## config.mk

```make
export PLATFORM = sky130hd
export DESIGN_NAME = i2c_txn_ctrl
export DESIGN_NICKNAME = d
export VERILOG_FILES = /design/src/rtl/i2c_pkg.sv /design/src/rtl/i2c_txn_timeout.sv /design/src/rtl/i2c_txn_ctrl.sv
export SDC_FILE = /design/constraint.sdc
export NUM_CORES = 1
export LEC_CHECK = 0
export ABC_AREA = 1
export CAP_MARGIN = 20
export CORE_MARGIN = 4
export CORE_UTILIZATION = 55
export CTS_BUF_LIST = sky130_fd_sc_hd__clkbuf_4
export DETAILED_ROUTE_END_ITERATION = 8
export HOLD_SLACK_MARGIN = 0.02
export PLACE_DENSITY = 0.88
export SYNTH_ARGS = -nofsm -noshare
export SYNTH_HDL_FRONTEND = slang
export SYNTH_HIERARCHICAL = 1
export SYNTH_SLANG_ARGS = --single-unit
```

## constraint.sdc

```tcl
create_clock -name clk -period 2.6 [get_ports clk]
set_clock_uncertainty 0.1 [all_clocks]
set_input_delay 0.65 -clock clk [delete_from_list [all_inputs] [get_ports clk]]
set_output_delay 0.65 -clock clk [all_outputs]
set_load 0.05 [all_outputs]
```

## src/rtl/i2c_pkg.sv

```systemverilog
// Shared definitions for the I2C transaction sequencer: one-hot state codes,
// command field constants and the latched-command record.
package i2c_pkg;

    localparam int unsigned ST_W = 8;

    localparam logic [ST_W-1:0] ST_IDLE   = 8'b0000_0001;
    localparam logic [ST_W-1:0] ST_DEV    = 8'b0000_0010;
    localparam logic [ST_W-1:0] ST_REG_HI = 8'b0000_0100;
    localparam logic [ST_W-1:0] ST_REG_LO = 8'b0000_1000;
    localparam logic [ST_W-1:0] ST_WDATA  = 8'b0001_0000;
    localparam logic [ST_W-1:0] ST_RDATA  = 8'b0010_0000;
    localparam logic [ST_W-1:0] ST_RESP   = 8'b0100_0000;
    localparam logic [ST_W-1:0] ST_GAP    = 8'b1000_0000;

    // States in which the engine is driven and the timeout counter runs
    localparam logic [ST_W-1:0] ST_ACTIVE_MASK = ST_DEV | ST_REG_HI | ST_REG_LO |
                                                 ST_WDATA | ST_RDATA;
    localparam logic [ST_W-1:0] ST_WR_MASK     = ST_DEV | ST_REG_HI | ST_REG_LO | ST_WDATA;

    localparam logic I2C_RW_WRITE = 1'b0;
    localparam logic I2C_RW_READ  = 1'b1;

    localparam logic [1:0] ADDR_LEN_1 = 2'd1;
    localparam logic [1:0] ADDR_LEN_2 = 2'd2;

    typedef struct packed {
        logic        rw;
        logic [6:0]  dev_addr;
        logic        addr2;
        logic [15:0] reg_addr;
        logic [7:0]  wdata;
    } i2c_cmd_t;

    function automatic logic [7:0] dev_byte(input logic [6:0] dev_addr, input logic rw);
        return {dev_addr, rw};
    endfunction

endpackage

```

## src/rtl/i2c_txn_timeout.sv

```systemverilog
// Progress watchdog: counts cycles while enabled, cleared by the sequencer on
// accept and on every honoured engine pulse; expire is a level at the limit.
module i2c_txn_timeout #(
    parameter int unsigned TIMEOUT_CYC = 50_000,
    parameter int unsigned CNT_W       = $clog2(TIMEOUT_CYC + 1)
) (
    input  logic clk,
    input  logic rst_n,
    input  logic i_clr,
    input  logic i_en,
    output logic o_expire
);

    logic [CNT_W-1:0] r_cnt;
    logic             w_at_limit;

    assign w_at_limit = (r_cnt == CNT_W'(TIMEOUT_CYC));
    assign o_expire   = w_at_limit;

    always_ff @(posedge clk or negedge rst_n) begin
        if (!rst_n) begin
            r_cnt <= '0;
        end else if (i_clr) begin
            r_cnt <= '0;
        end else if (i_en && !w_at_limit) begin
            r_cnt <= r_cnt + CNT_W'(1);
        end
    end

endmodule

```

## src/rtl/i2c_txn_ctrl.sv

```systemverilog
// Register-level command sequencer in front of the I2C byte engine: expands a
// command into device/register/data bytes and returns one response pulse.
module i2c_txn_ctrl
    import i2c_pkg::*;
#(
    parameter int unsigned TIMEOUT_CYC = 50_000,
    parameter int unsigned CNT_W       = $clog2(TIMEOUT_CYC + 1)
) (
    input  logic        clk,
    input  logic        rst_n,
    input  logic        cmd_valid,
    output logic        cmd_ready,
    input  logic        cmd_rw,
    input  logic [6:0]  cmd_dev_addr,
    input  logic        cmd_addr2,
    input  logic [15:0] cmd_reg_addr,
    input  logic [7:0]  cmd_wdata,
    output logic        rsp_valid,
    output logic        rsp_err,
    output logic [7:0]  rsp_rdata,
    output logic        busy,
    output logic        eng_wr_req,
    output logic        eng_rd_req,
    output logic [1:0]  eng_addr_len,
    output logic [7:0]  eng_wr_data,
    input  logic        eng_wr_done,
    input  logic        eng_rd_done,
    input  logic [7:0]  eng_rd_data
);

    logic [ST_W-1:0] r_state, w_state_nxt;
    i2c_cmd_t        r_cmd, w_cmd_nxt;
    logic [7:0]      r_wr_data, w_wr_data_nxt;
    logic [1:0]      r_addr_len, w_addr_len_nxt;
    logic            r_err, w_err_nxt;
    logic [7:0]      r_rdata, w_rdata_nxt;

    logic w_idle, w_active, w_accept;
    logic w_wr_hon, w_rd_hon, w_hon;
    logic w_expire, w_timeout;

    assign w_idle   = (r_state == ST_IDLE);
    assign w_active = |(r_state & ST_ACTIVE_MASK);
    assign w_accept = w_idle && cmd_valid;

    // Only the pulse that matches the current byte phase counts as progress
    assign w_wr_hon  = eng_wr_done && |(r_state & ST_WR_MASK);
    assign w_rd_hon  = eng_rd_done && (r_state == ST_RDATA);
    assign w_hon     = w_wr_hon || w_rd_hon;
    assign w_timeout = w_expire && w_active && !w_hon;

    i2c_txn_timeout #(
        .TIMEOUT_CYC (TIMEOUT_CYC),
        .CNT_W       (CNT_W)
    ) u_timeout (
        .clk      (clk),
        .rst_n    (rst_n),
        .i_clr    (w_accept || w_hon),
        .i_en     (w_active),
        .o_expire (w_expire)
    );

    always_comb begin
        w_state_nxt    = r_state;
        w_cmd_nxt      = r_cmd;
        w_wr_data_nxt  = r_wr_data;
        w_addr_len_nxt = r_addr_len;
        w_err_nxt      = r_err;
        w_rdata_nxt    = r_rdata;

        unique case (r_state)
            ST_IDLE: begin
                if (cmd_valid) begin
                    w_state_nxt       = ST_DEV;
                    w_cmd_nxt.rw       = cmd_rw;
                    w_cmd_nxt.dev_addr = cmd_dev_addr;
                    w_cmd_nxt.addr2    = cmd_addr2;
                    w_cmd_nxt.reg_addr = cmd_reg_addr;
                    w_cmd_nxt.wdata    = cmd_wdata;
                    w_wr_data_nxt      = dev_byte(cmd_dev_addr, cmd_rw);
                    w_addr_len_nxt     = cmd_addr2 ? ADDR_LEN_2 : ADDR_LEN_1;
                    w_err_nxt          = 1'b0;
                    w_rdata_nxt        = 8'h00;
                end
            end
            ST_DEV: begin
                if (eng_wr_done) begin
                    if (r_cmd.addr2) begin
                        w_state_nxt   = ST_REG_HI;
                        w_wr_data_nxt = r_cmd.reg_addr[15:8];
                    end else begin
                        w_state_nxt   = ST_REG_LO;
                        w_wr_data_nxt = r_cmd.reg_addr[7:0];
                    end
                end
            end
            ST_REG_HI: begin
                if (eng_wr_done) begin
                    w_state_nxt   = ST_REG_LO;
                    w_wr_data_nxt = r_cmd.reg_addr[7:0];
                end
            end
            ST_REG_LO: begin
                if (eng_wr_done) begin
                    if (r_cmd.rw == I2C_RW_READ) begin
                        w_state_nxt   = ST_RDATA;
                        w_wr_data_nxt = 8'h00;
                    end else begin
                        w_state_nxt   = ST_WDATA;
                        w_wr_data_nxt = r_cmd.wdata;
                    end
                end
            end
            ST_WDATA: begin
                if (eng_wr_done) begin
                    w_state_nxt = ST_RESP;
                end
            end
            ST_RDATA: begin
                if (eng_rd_done) begin
                    w_state_nxt = ST_RESP;
                    w_rdata_nxt = eng_rd_data;
                end
            end
            ST_RESP: w_state_nxt = ST_GAP;
            ST_GAP:  w_state_nxt = ST_IDLE;
            default: w_state_nxt = ST_IDLE;
        endcase

        if (w_timeout) begin
            w_state_nxt = ST_RESP;
            w_err_nxt   = 1'b1;
            w_rdata_nxt = 8'h00;
        end
    end

    always_ff @(posedge clk or negedge rst_n) begin
        if (!rst_n) begin
            r_state    <= ST_IDLE;
            r_cmd      <= '0;
            r_wr_data  <= 8'h00;
            r_addr_len <= ADDR_LEN_1;
            r_err      <= 1'b0;
            r_rdata    <= 8'h00;
        end else begin
            r_state    <= w_state_nxt;
            r_cmd      <= w_cmd_nxt;
            r_wr_data  <= w_wr_data_nxt;
            r_addr_len <= w_addr_len_nxt;
            r_err      <= w_err_nxt;
            r_rdata    <= w_rdata_nxt;
        end
    end

    assign cmd_ready    = w_idle;
    assign busy         = !w_idle;
    assign rsp_valid    = (r_state == ST_RESP);
    assign rsp_err      = r_err;
    assign rsp_rdata    = r_rdata;
    assign eng_wr_req   = w_active && (r_cmd.rw == I2C_RW_WRITE);
    assign eng_rd_req   = w_active && (r_cmd.rw == I2C_RW_READ);
    assign eng_addr_len = r_addr_len;
    assign eng_wr_data  = r_wr_data;

endmodule
```

After elaboration in Yosys (flattened, before gate mapping)

Index checks and enable logic that the tools add are counted.

Output and inout port bits: 24
Bits of input ports: 46
Word-level logic and storage cells: 82
Bits in registers: 69

Bitwise logic cells: 1
Add/subtract/negate cells: 1
Multiplexer cells: 27
Reduce and logical (&&, ||, !) cells: 25
Equal/unequal tests: 18

Operators with widths:

| cell                    | count |
|---|---|
| $mux W8                 | 16 |
| $pmux W8 S7             | 1 |
| $mux W16                | 2 |
| $pmux W8 S4             | 1 |
| $add A16 B1 Y16 const B | 1 |
| $eq A16 B16 Y1 const B  | 1 |
| $pmux W8 S2             | 1 |
| $ne A3 B3 Y1 const B    | 5 |
| $eq A8 B1 Y1 const B    | 1 |
| $eq A8 B2 Y1 const B    | 1 |
| $eq A8 B3 Y1 const B    | 1 |
| $eq A8 B4 Y1 const B    | 1 |
| $eq A8 B5 Y1 const B    | 1 |
| $eq A8 B6 Y1 const B    | 1 |
| $eq A8 B7 Y1 const B    | 1 |
| $logic_and A1 B1 Y1     | 8 |
| $ne A2 B2 Y1 const B    | 4 |
| $mux W6                 | 1 |
| $reduce_and A6 Y1       | 1 |
| $reduce_bool A2 Y1      | 3 |
| $reduce_and A5 Y1       | 1 |
| $reduce_or A5 Y1        | 1 |
| $mux W4                 | 1 |
| $reduce_and A2 Y1       | 2 |
| 10 further kinds        | 15 |

Depth between registers and ports, before layout

Gate-level depths: netlist of run 1.

Depth after elaboration: 7
Depth in mapped cells: 11
Mapped depth without buffers: 10

By module

The synthesis of run 1 kept the hierarchy.

By module, submodules not included:

| module          | times used | sequential area each (sq um) | cells an instance | area each (sq um) |
|---|---|---|---|---|
| i2c_txn_ctrl    | 1          | 1303.8                       | 375               | 2964.1 |
| i2c_txn_timeout | 1          | 400.4                        | 164               | 1194.9 |

Worst setup path after synthesis of run 1

Ideal clock, no wire load.

Kind: register -> output
From: register r_state[3]
To: output port rsp_valid
Data required time: 1850 ps
Arrival: 2243 ps
Path buffers: 0
Stages on the path, launching flop included: 4
Setup slack: -393 ps
Path through: dfrtp_1 nor2_2 nand2_2 nor4_1

Word-level cells in the longest chain between the ends: 1

Ends and longest elaborated chain:

| what                     | RTL line            | text |
|---|---|---|
| start: declaration       | i2c_txn_ctrl.sv:31  | `logic [ST_W-1:0] r_state, w_state_nxt;` |
| start signal: assignment | i2c_txn_ctrl.sv:146 | `r_state <= w_state_nxt;` |
| $eq A8 B7 Y1             | i2c_txn_ctrl.sv:157 | `assign rsp_valid = (r_state == ST_RESP);` |
| end: declaration         | i2c_txn_ctrl.sv:18  | `output logic rsp_valid,` |

Every way passes these cells.

Worst setup path after layout of run 1

From: register r_addr_len[0], in the netlist eng_addr_len[0]
To: output port eng_addr_len[0]

RTL lines:

| what                     | RTL line            | text |
|---|---|---|
| start: declaration       | i2c_txn_ctrl.sv:34  | `logic [1:0] r_addr_len, w_addr_len_nxt;` |
| start signal: assignment | i2c_txn_ctrl.sv:149 | `r_addr_len <= w_addr_len_nxt;` |
| end: declaration         | i2c_txn_ctrl.sv:24  | `output logic [1:0] eng_addr_len,` |

No word-level cell between the ends.

==> run_results.csv, run 1 <==
group,metric,value,unit
outcome,run_status,"complete, no violations",
floorplan,coreArea,7290,um2
routing,drt-wirelength-per-cell,14.2,um
cts,cts_max_level,3,
run,drv.max_cap_violation_count,0,
grt,initial_antenna_violation_count,0,
grt,grt_pass1_vias,3655,
worst_setup_path,critPathMaxFanout,2,
floorplan,chip_width,95.0,um
worst_setup_path,crit_slowest_cell,"clkdlybuf4s50_1",
power,worst_ir_drop_vdd,0.569,mV
hold_path,worstHoldPathType,"input port to async pin",
sta,report.final.slew_viol_count,0,
worst_setup_path,critical_path.startpoint_type,"flop",
sta,post-route-period-util,97.1,%
layout,diodes,0,
floorplan,num_rows,31,
worst_setup_path,timing.critical_path.arrival,1.77,ns
grt,grt_first_pass_wirelength,17.1,mm
logic_synthesis,yosys_warnings,6,
floorplan,starting_density_of_the_core,57.0,%
worst_setup_path,path_class,"flop to output pin",
placed_design,total_cell_area_at_the_placement_stage,4890,um2
routing,initialDrtViolationCount,314,
cts,worst_setup_hold_path_clk_slew,0.13,ns
worst_setup_path,cp_num_cells,1,
routing,drtPass1Iterations,6,
cts,worst_skew_pair.late_latency,0.43,ns
routing,count_of_nets_left_with_antenna_violations_after_detail_routing,0,
logic_synthesis,share_of_flip_flops_with_an_asynchronous_set_or_reset,100,%
cts,postCtsSetupRepairBufs,0,
logic_synthesis,netlist_area,4160,um2
layout,mostFrequentLayoutCells,"nand2_1 (187), dfrtp_1 (66), clkdlybuf4s50_1 (63)",
placed_design,dpl.hpwl,7.49,mm
layout,areaGrowthSynthToFinish,21.2,%
layout,finalInstanceArea,5040,um2
logic_synthesis,ys_ff_latch,68,
worst_setup_path,worstRegToRegCells,8,
grt,globalRouteTotalUtil,24.3,%
placed_design,portBuffers,69,
logic_synthesis,post_synthesis_sequential_area_ratio,41.0,%
sta,grt_setup_unrepaired,"false",
sta,worst_pin_slew,0.503,ns
layout,layout.nets,658,
logic_synthesis,synthFlopType,"dfrtp_1",
cts,clockRootBuffer,"clkbuf_4",
routing,drt_drc_violations_left,0,
cts,cts_tree,"built",
logic_synthesis,synth_largest_type_area_fraction,39.7,%
worst_setup_path,worstPathCellList,"clkdlybuf4s50_1",
logic_synthesis,syn_nets,587,
worst_setup_path,r2r_start,"u_timeout/r_cnt[0]$_DFFE_PN0P_",
routing,routed_wl,10.2,mm
floorplan,fp.dieArea,9020,um2
worst_setup_path,cp_top_family,"buffers and inverters",
logic_synthesis,synth.distinct_cells,36,
worst_setup_path,setup.worst_path.end_class,"output pin",
worst_setup_path,critical_path.startpoint,"eng_addr_len[0]$_DFFE_PN1P_",
placed_design,gpl.final_weighted_congestion,0.925,
power,power_leakage,2.48,nW
grt,grt_remaining_overflow,0,
floorplan,design.portCount,70,
power,power-per-cell-area,1020,nW/um2
logic_synthesis,synth_edf_count,0,
routing,route.detailed.vias_per_inst,5.33,
cts,clock_sink_count,68,
worst_setup_path,cpPeakStageDelay,0.79,ns
floorplan,die_h,95.0,um
sta,hold_viol,0,
layout,post_route_cells_drive_above_1_share,15.0,%
logic_synthesis,syn_avg_cell_area,7.72,um2
worst_setup_path,cp.required,1.85,ns
sta,setup_total_negative_slack,0,ns
layout,seqCellArea,1700,um2
logic_synthesis,synthesized_instance_count,539,
routing,dr_total_vias,3804,
sta,min_period,2.52,ns
logic_synthesis,synth_top_area_cell,"dfrtp_1",
worst_setup_path,critPathBufInv,1,
sta,final-setup-viol-count,0,
sta,max_slew_margin,66.3,%
cts,cts_buffers,9,
grt,grt_max_degree,69,
layout,mostFrequentLayoutCell,"nand2_1",
sta,max_freq,396,MHz
layout,multi_input_combinational_cell_area,2120,um2
logic_synthesis,yosys-top-cells-area,"dfrtp_1 (40%), nand2_1 (17%), nand3_1 (5.3%)",
layout,n_fill_cell,602,
cts,cts_buffer_depth,2,
metrics by stage:
step           util (%)  setup slack [ns]  std cells  hold slack (ns)  power (mW)
4_1_cts            69.1            0.0509        714            0.121        5.17
5_1_grt            69.1           0.00435        714            0.129        5.54
3_5_place_dp       67.0             0.288        698            0.365        4.44
3_3_place_gp       67.0             0.340        698            0.362        4.36
2_1_floorplan         -             0.224        539            0.254        3.79
6_report           69.1            0.0756        714            0.118        5.16
power by group:
group	internal, mW	switching [mW]
combinational	0.899	1.97
sequential	1.38	0.183
clock	0.297	0.422
cell families after synthesis:
family / after synthesis / share of synthesized area (%)
buf+inv: 67 / 8.42
fa+ha+maj: 2 / 0.602
flops: 68 / 41.0
compound gates: 41 / 5.81
simple gates: 355 / 42.9
xor+xnor: 6 / 1.26
final timing paths:
check                                                  end  slack [ns]
min in group clk                eng_wr_data[1]$_DFFE_PN0P_        0.39
setup / recovery                           eng_addr_len[0]        0.08
max in group asynchronous      eng_addr_len[0]$_DFFE_PN1P_        1.95
setup reg to reg                  rsp_rdata[5]$_DFFE_PN0P_        0.41
hold / removal             u_timeout/r_cnt[14]$_DFFE_PN0P_        0.12
hold reg to reg                 eng_wr_data[1]$_DFFE_PN0P_        0.39
worst reg2reg max path: stages (launching register included):
cell and delay (ns):
dfrtp_1 0.41, inv_1 0.13, ha_1 0.19, nand3_1 0.09, nor3_1 0.30, nand2_1 0.08, nand3b_2 0.38, inv_1 0.31
a21oi_1 0.08
registers in the layout, summed over array words and instances, names as in the netlist:
name	count
eng_addr_len	1
eng_wr_data	8
u_timeout/r_cnt	16
rsp_err	1
rsp_rdata	8
r_state	8
r_cmd	26
cell type report:
class                      instances  share of cell area, %
inverter                          51                   3.90
tap                               99                   2.46
multi-input combinational        404                   42.1
clock buffer                       9                   1.34
timing repair buffer              76                   14.9
clock inverter                     7                   1.51
sequential                        68                   33.8
per-layer routing:
layer | wire length, um | part of all wire, % | vias up | track usage, %
met5 | 0 | 0 | - | 0
met4 | 182 | 1.8 | 0 | 7.93
met3 | 490 | 4.8 | 13 | 3.90
met2 | 4730 | 47 | 122 | 37.3
met1 | 4760 | 47 | 1797 | 35.2
li1 | - | - | 1872 | -
Yosys cell counts (2+ instances only):
cell and n:
nor4_1 2, o21bai_1 2, a21oi_1 8, nand4_2 6, ha_1 2, nand2_4 8, nor2_2 5, dfstp_2 2
nand3_1 44, nor2_1 55, inv_1 34, nand4_1 21, a21boi_0 8, inv_2 15, nand2_1 187, nor2_8 5
buf_2 3, nand2_2 7, xor2_1 6, dfrtp_1 66, buf_6 10, nand3_4 2, nand3_2 6, o21ai_1 13
o21ai_0 9, nor2_4 3
timing repair:
action,4_1_cts,5_1_grt
hold endpoints to repair,0,0
setup endpoints to repair,2,0
hold buffers,0,0
resized for setup,2,0
Note: power is estimated with default switching activity, not from simulation.
==> run 2, diff against run 1 <==
--- a/config.mk
+++ b/config.mk
@@ -9,8 +9,9 @@
 export CAP_MARGIN = 20
 export CORE_MARGIN = 4
 export CORE_UTILIZATION = 55
-export CTS_BUF_LIST = sky130_fd_sc_hd__clkbuf_4
+export CTS_BUF_LIST = sky130_fd_sc_hd__clkbuf_2 sky130_fd_sc_hd__clkbuf_4 sky130_fd_sc_hd__clkbuf_8
 export DETAILED_ROUTE_END_ITERATION = 8
+export GPL_ROUTABILITY_DRIVEN = 0
 export HOLD_SLACK_MARGIN = 0.02
 export PLACE_DENSITY = 0.88
 export SYNTH_ARGS = -nofsm -noshare
==> run_results.csv, run 2 (synthesis results as in run 1) <==
group,metric,value,unit
layout,layout.nets,659,
worst_setup_path,cp.required,1.85,ns
placed_design,dp_slack,0.329,ns
routing,count_of_nets_left_with_antenna_violations_after_detail_routing,0,
sta,final-setup-viol-count,0,
power,worst_ir_drop_vdd,0.389,mV
layout,areaGrowthSynthToFinish,23.0,%
power,p_switching,2.59,mW
worst_setup_path,critical_path.startpoint_type,"flop",
floorplan,num_rows,31,
sta,setup_total_negative_slack,0,ns
worst_setup_path,critPathBufInv,2,
layout,post_route_cells_drive_above_1_share,15.1,%
placed_design,placed_cells,699,
worst_setup_path,cpPeakStageDelay,0.43,ns
routing,dr_total_vias,3901,
placed_design,dpl.hpwl,7.67,mm
worst_setup_path,timing.critical_path.arrival,1.74,ns
power,power_frac_seq,29.1,%
sta,hold_viol,0,
power,clkPwrFrac,18.0,%
layout,n_fill_cell,591,
floorplan,fp.dieArea,9020,um2
run,drv.max_cap_violation_count,0,
worst_setup_path,cp_top_family,"simple AND/OR/NAND/NOR gates",
layout,post_layout_cell_count,715,
routing,route.detailed.vias_per_inst,5.46,
power,power_frac_comb,53.0,%
routing,drt_drc_violations_left,0,
placed_design,portBuffers,69,
layout,seqCellArea,1700,um2
sta,max_freq,401,MHz
layout,largestRegisters,"r_cmd: 26 flops, u_timeout/r_cnt: 16 flops",
power,power_leakage,2.52,nW
sta,final.setup.worst_slack,0.107,ns
grt,grt_max_degree,38,
worst_setup_path,crit_slowest_cell,"dfrtp_1",
cts,cts_tree,"built",
power,swShare,47.7,%
routing,initialDrtViolationCount,383,
grt,globalRouteTotalUtil,24.5,%
grt,grt_remaining_overflow,0,
cts,worst_setup_hold_path_clk_slew,0.08,ns
worst_setup_path,setup.worst_path.end_class,"output pin",
layout,multi_input_combinational_cell_area,2110,um2
cts,cts_max_level,3,
cts,cts_buffers,9,
power,power-per-cell-area,1060,nW/um2
power,power.internal,2.84,mW
floorplan,coreArea,7290,um2
cts,clockRootBuffer,"clkbuf_8",
grt,initial_antenna_violation_count,0,
cts,cts_buffer_depth,2,
cts,hold_buffers,0,
sta,worst_pin_slew,0.524,ns
layout,largest_register,"r_cmd",
hold_path,worstHoldPathType,"input port to async pin",
layout,mostFrequentLayoutCells,"nand2_1 (187), dfrtp_1 (66), clkdlybuf4s50_1 (63)",
sta,report.final.slew_viol_count,0,
grt,grt_pass1_vias,3743,
sta,max_slew_margin,64.9,%
floorplan,die_h,95.0,um
sta,grt_setup_unrepaired,"false",
routing,drtPass1Iterations,6,
worst_setup_path,critPathMaxFanout,4,
floorplan,chip_width,95.0,um
cts,worst_skew_pair.late_latency,0.35,ns
worst_setup_path,worstPathCellList,"nor2_2 -> buf_4 -> nand2_2 -> nor4_2 -> buf_12",
cts,clock_sink_count,68,
worst_setup_path,path_class,"flop to output pin",
layout,mostFrequentLayoutCell,"nand2_1",
routing,routed_wl,10.3,mm
routing,drt-wirelength-per-cell,14.5,um
layout,largest_register_ff_count,26,
floorplan,design.portCount,70,
outcome,run_status,"complete, no violations",
floorplan,starting_density_of_the_core,57.0,%
grt,grt_first_pass_wirelength,17.2,mm
sta,min_period,2.49,ns
sta,post-route-period-util,95.9,%
layout,diodes,0,
## run 2: metal layers
| metal | part of all wire (%) | global-route usage, % | wire [um] | vias up |
|---|---|---|---|---|
| met4 | 2.2 | 9.01 | 232 | 0 |
| met1 | 43 | 33.3 | 4420 | 1815 |
| met2 | 47 | 38.9 | 4870 | 190 |
| li1 | - | - | - | 1871 |
| met3 | 7.9 | 4.94 | 820 | 25 |
| met5 | 0 | 0 | 0 | - |
## run 2: final timing paths
path                                                 from                        endpoint  slack (ns)  cells past startpoint
max                                r_state[3]$_DFFE_PN0P_                       rsp_valid        0.11                      5
min                                                 rst_n           r_cmd[23]$_DFFE_PN0P_        0.14                      1
max reg2reg                u_timeout/r_cnt[0]$_DFFE_PN0P_        rsp_rdata[6]$_DFFE_PN0P_        0.37                      8
min reg2reg                    eng_wr_data[7]$_DFFE_PN0P_      eng_wr_data[7]$_DFFE_PN0P_        0.39                      2
max in group asynchronous                           rst_n  u_timeout/r_cnt[6]$_DFFE_PN0P_        1.46                      3
min in group clk               eng_wr_data[7]$_DFFE_PN0P_      eng_wr_data[7]$_DFFE_PN0P_        0.39                      2
## run 2: through the flow
step	total power, mW	hold WS (ns)	area [um2]	util [%]
3_3_place_gp	4.36	0.362	4900	67.1
5_1_grt	5.79	0.173	5110	70.1
4_1_cts	5.43	0.148	5110	70.1
3_5_place_dp	4.46	0.373	4900	67.1
6_report	5.43	0.139	5110	70.1
2_1_floorplan	3.79	0.254	4170	-
## run 2: worst reg2reg max path, stage by stage (launching register included)
cell and delay, ns:
dfrtp_1 0.40, inv_1 0.12, ha_1 0.21, nand3_1 0.09
nor3_1 0.31, nand2_1 0.09, nand3b_2 0.38, inv_1 0.32
a21oi_1 0.08
## run 2: what timing repair did
item,CTS,global route
gates resized for setup,1,0
endpoints found under the setup margin,1,0
buffers inserted,0,0
## run 2: power by group through the flow
stage | sequential [mW] | clock, mW | combinational [mW]
floorplan | 1.80 | 0 | 2.00
global placement | 1.57 | 0 | 2.79
detailed placement | 1.59 | 0 | 2.87
CTS | 1.57 | 0.979 | 2.88
global route | 1.61 | 1.03 | 3.15
finish | 1.58 | 0.975 | 2.88
## run 2: area by class of cell
cell class	instances	share of cell area, %
Multi-Input combinational cell	404	41.3
Sequential cell	68	33.3
Timing Repair Buffer	77	14.8
Inverter	51	3.84
Clock buffer	10	2.57
Tap cell	99	2.42
Clock inverter	6	1.74
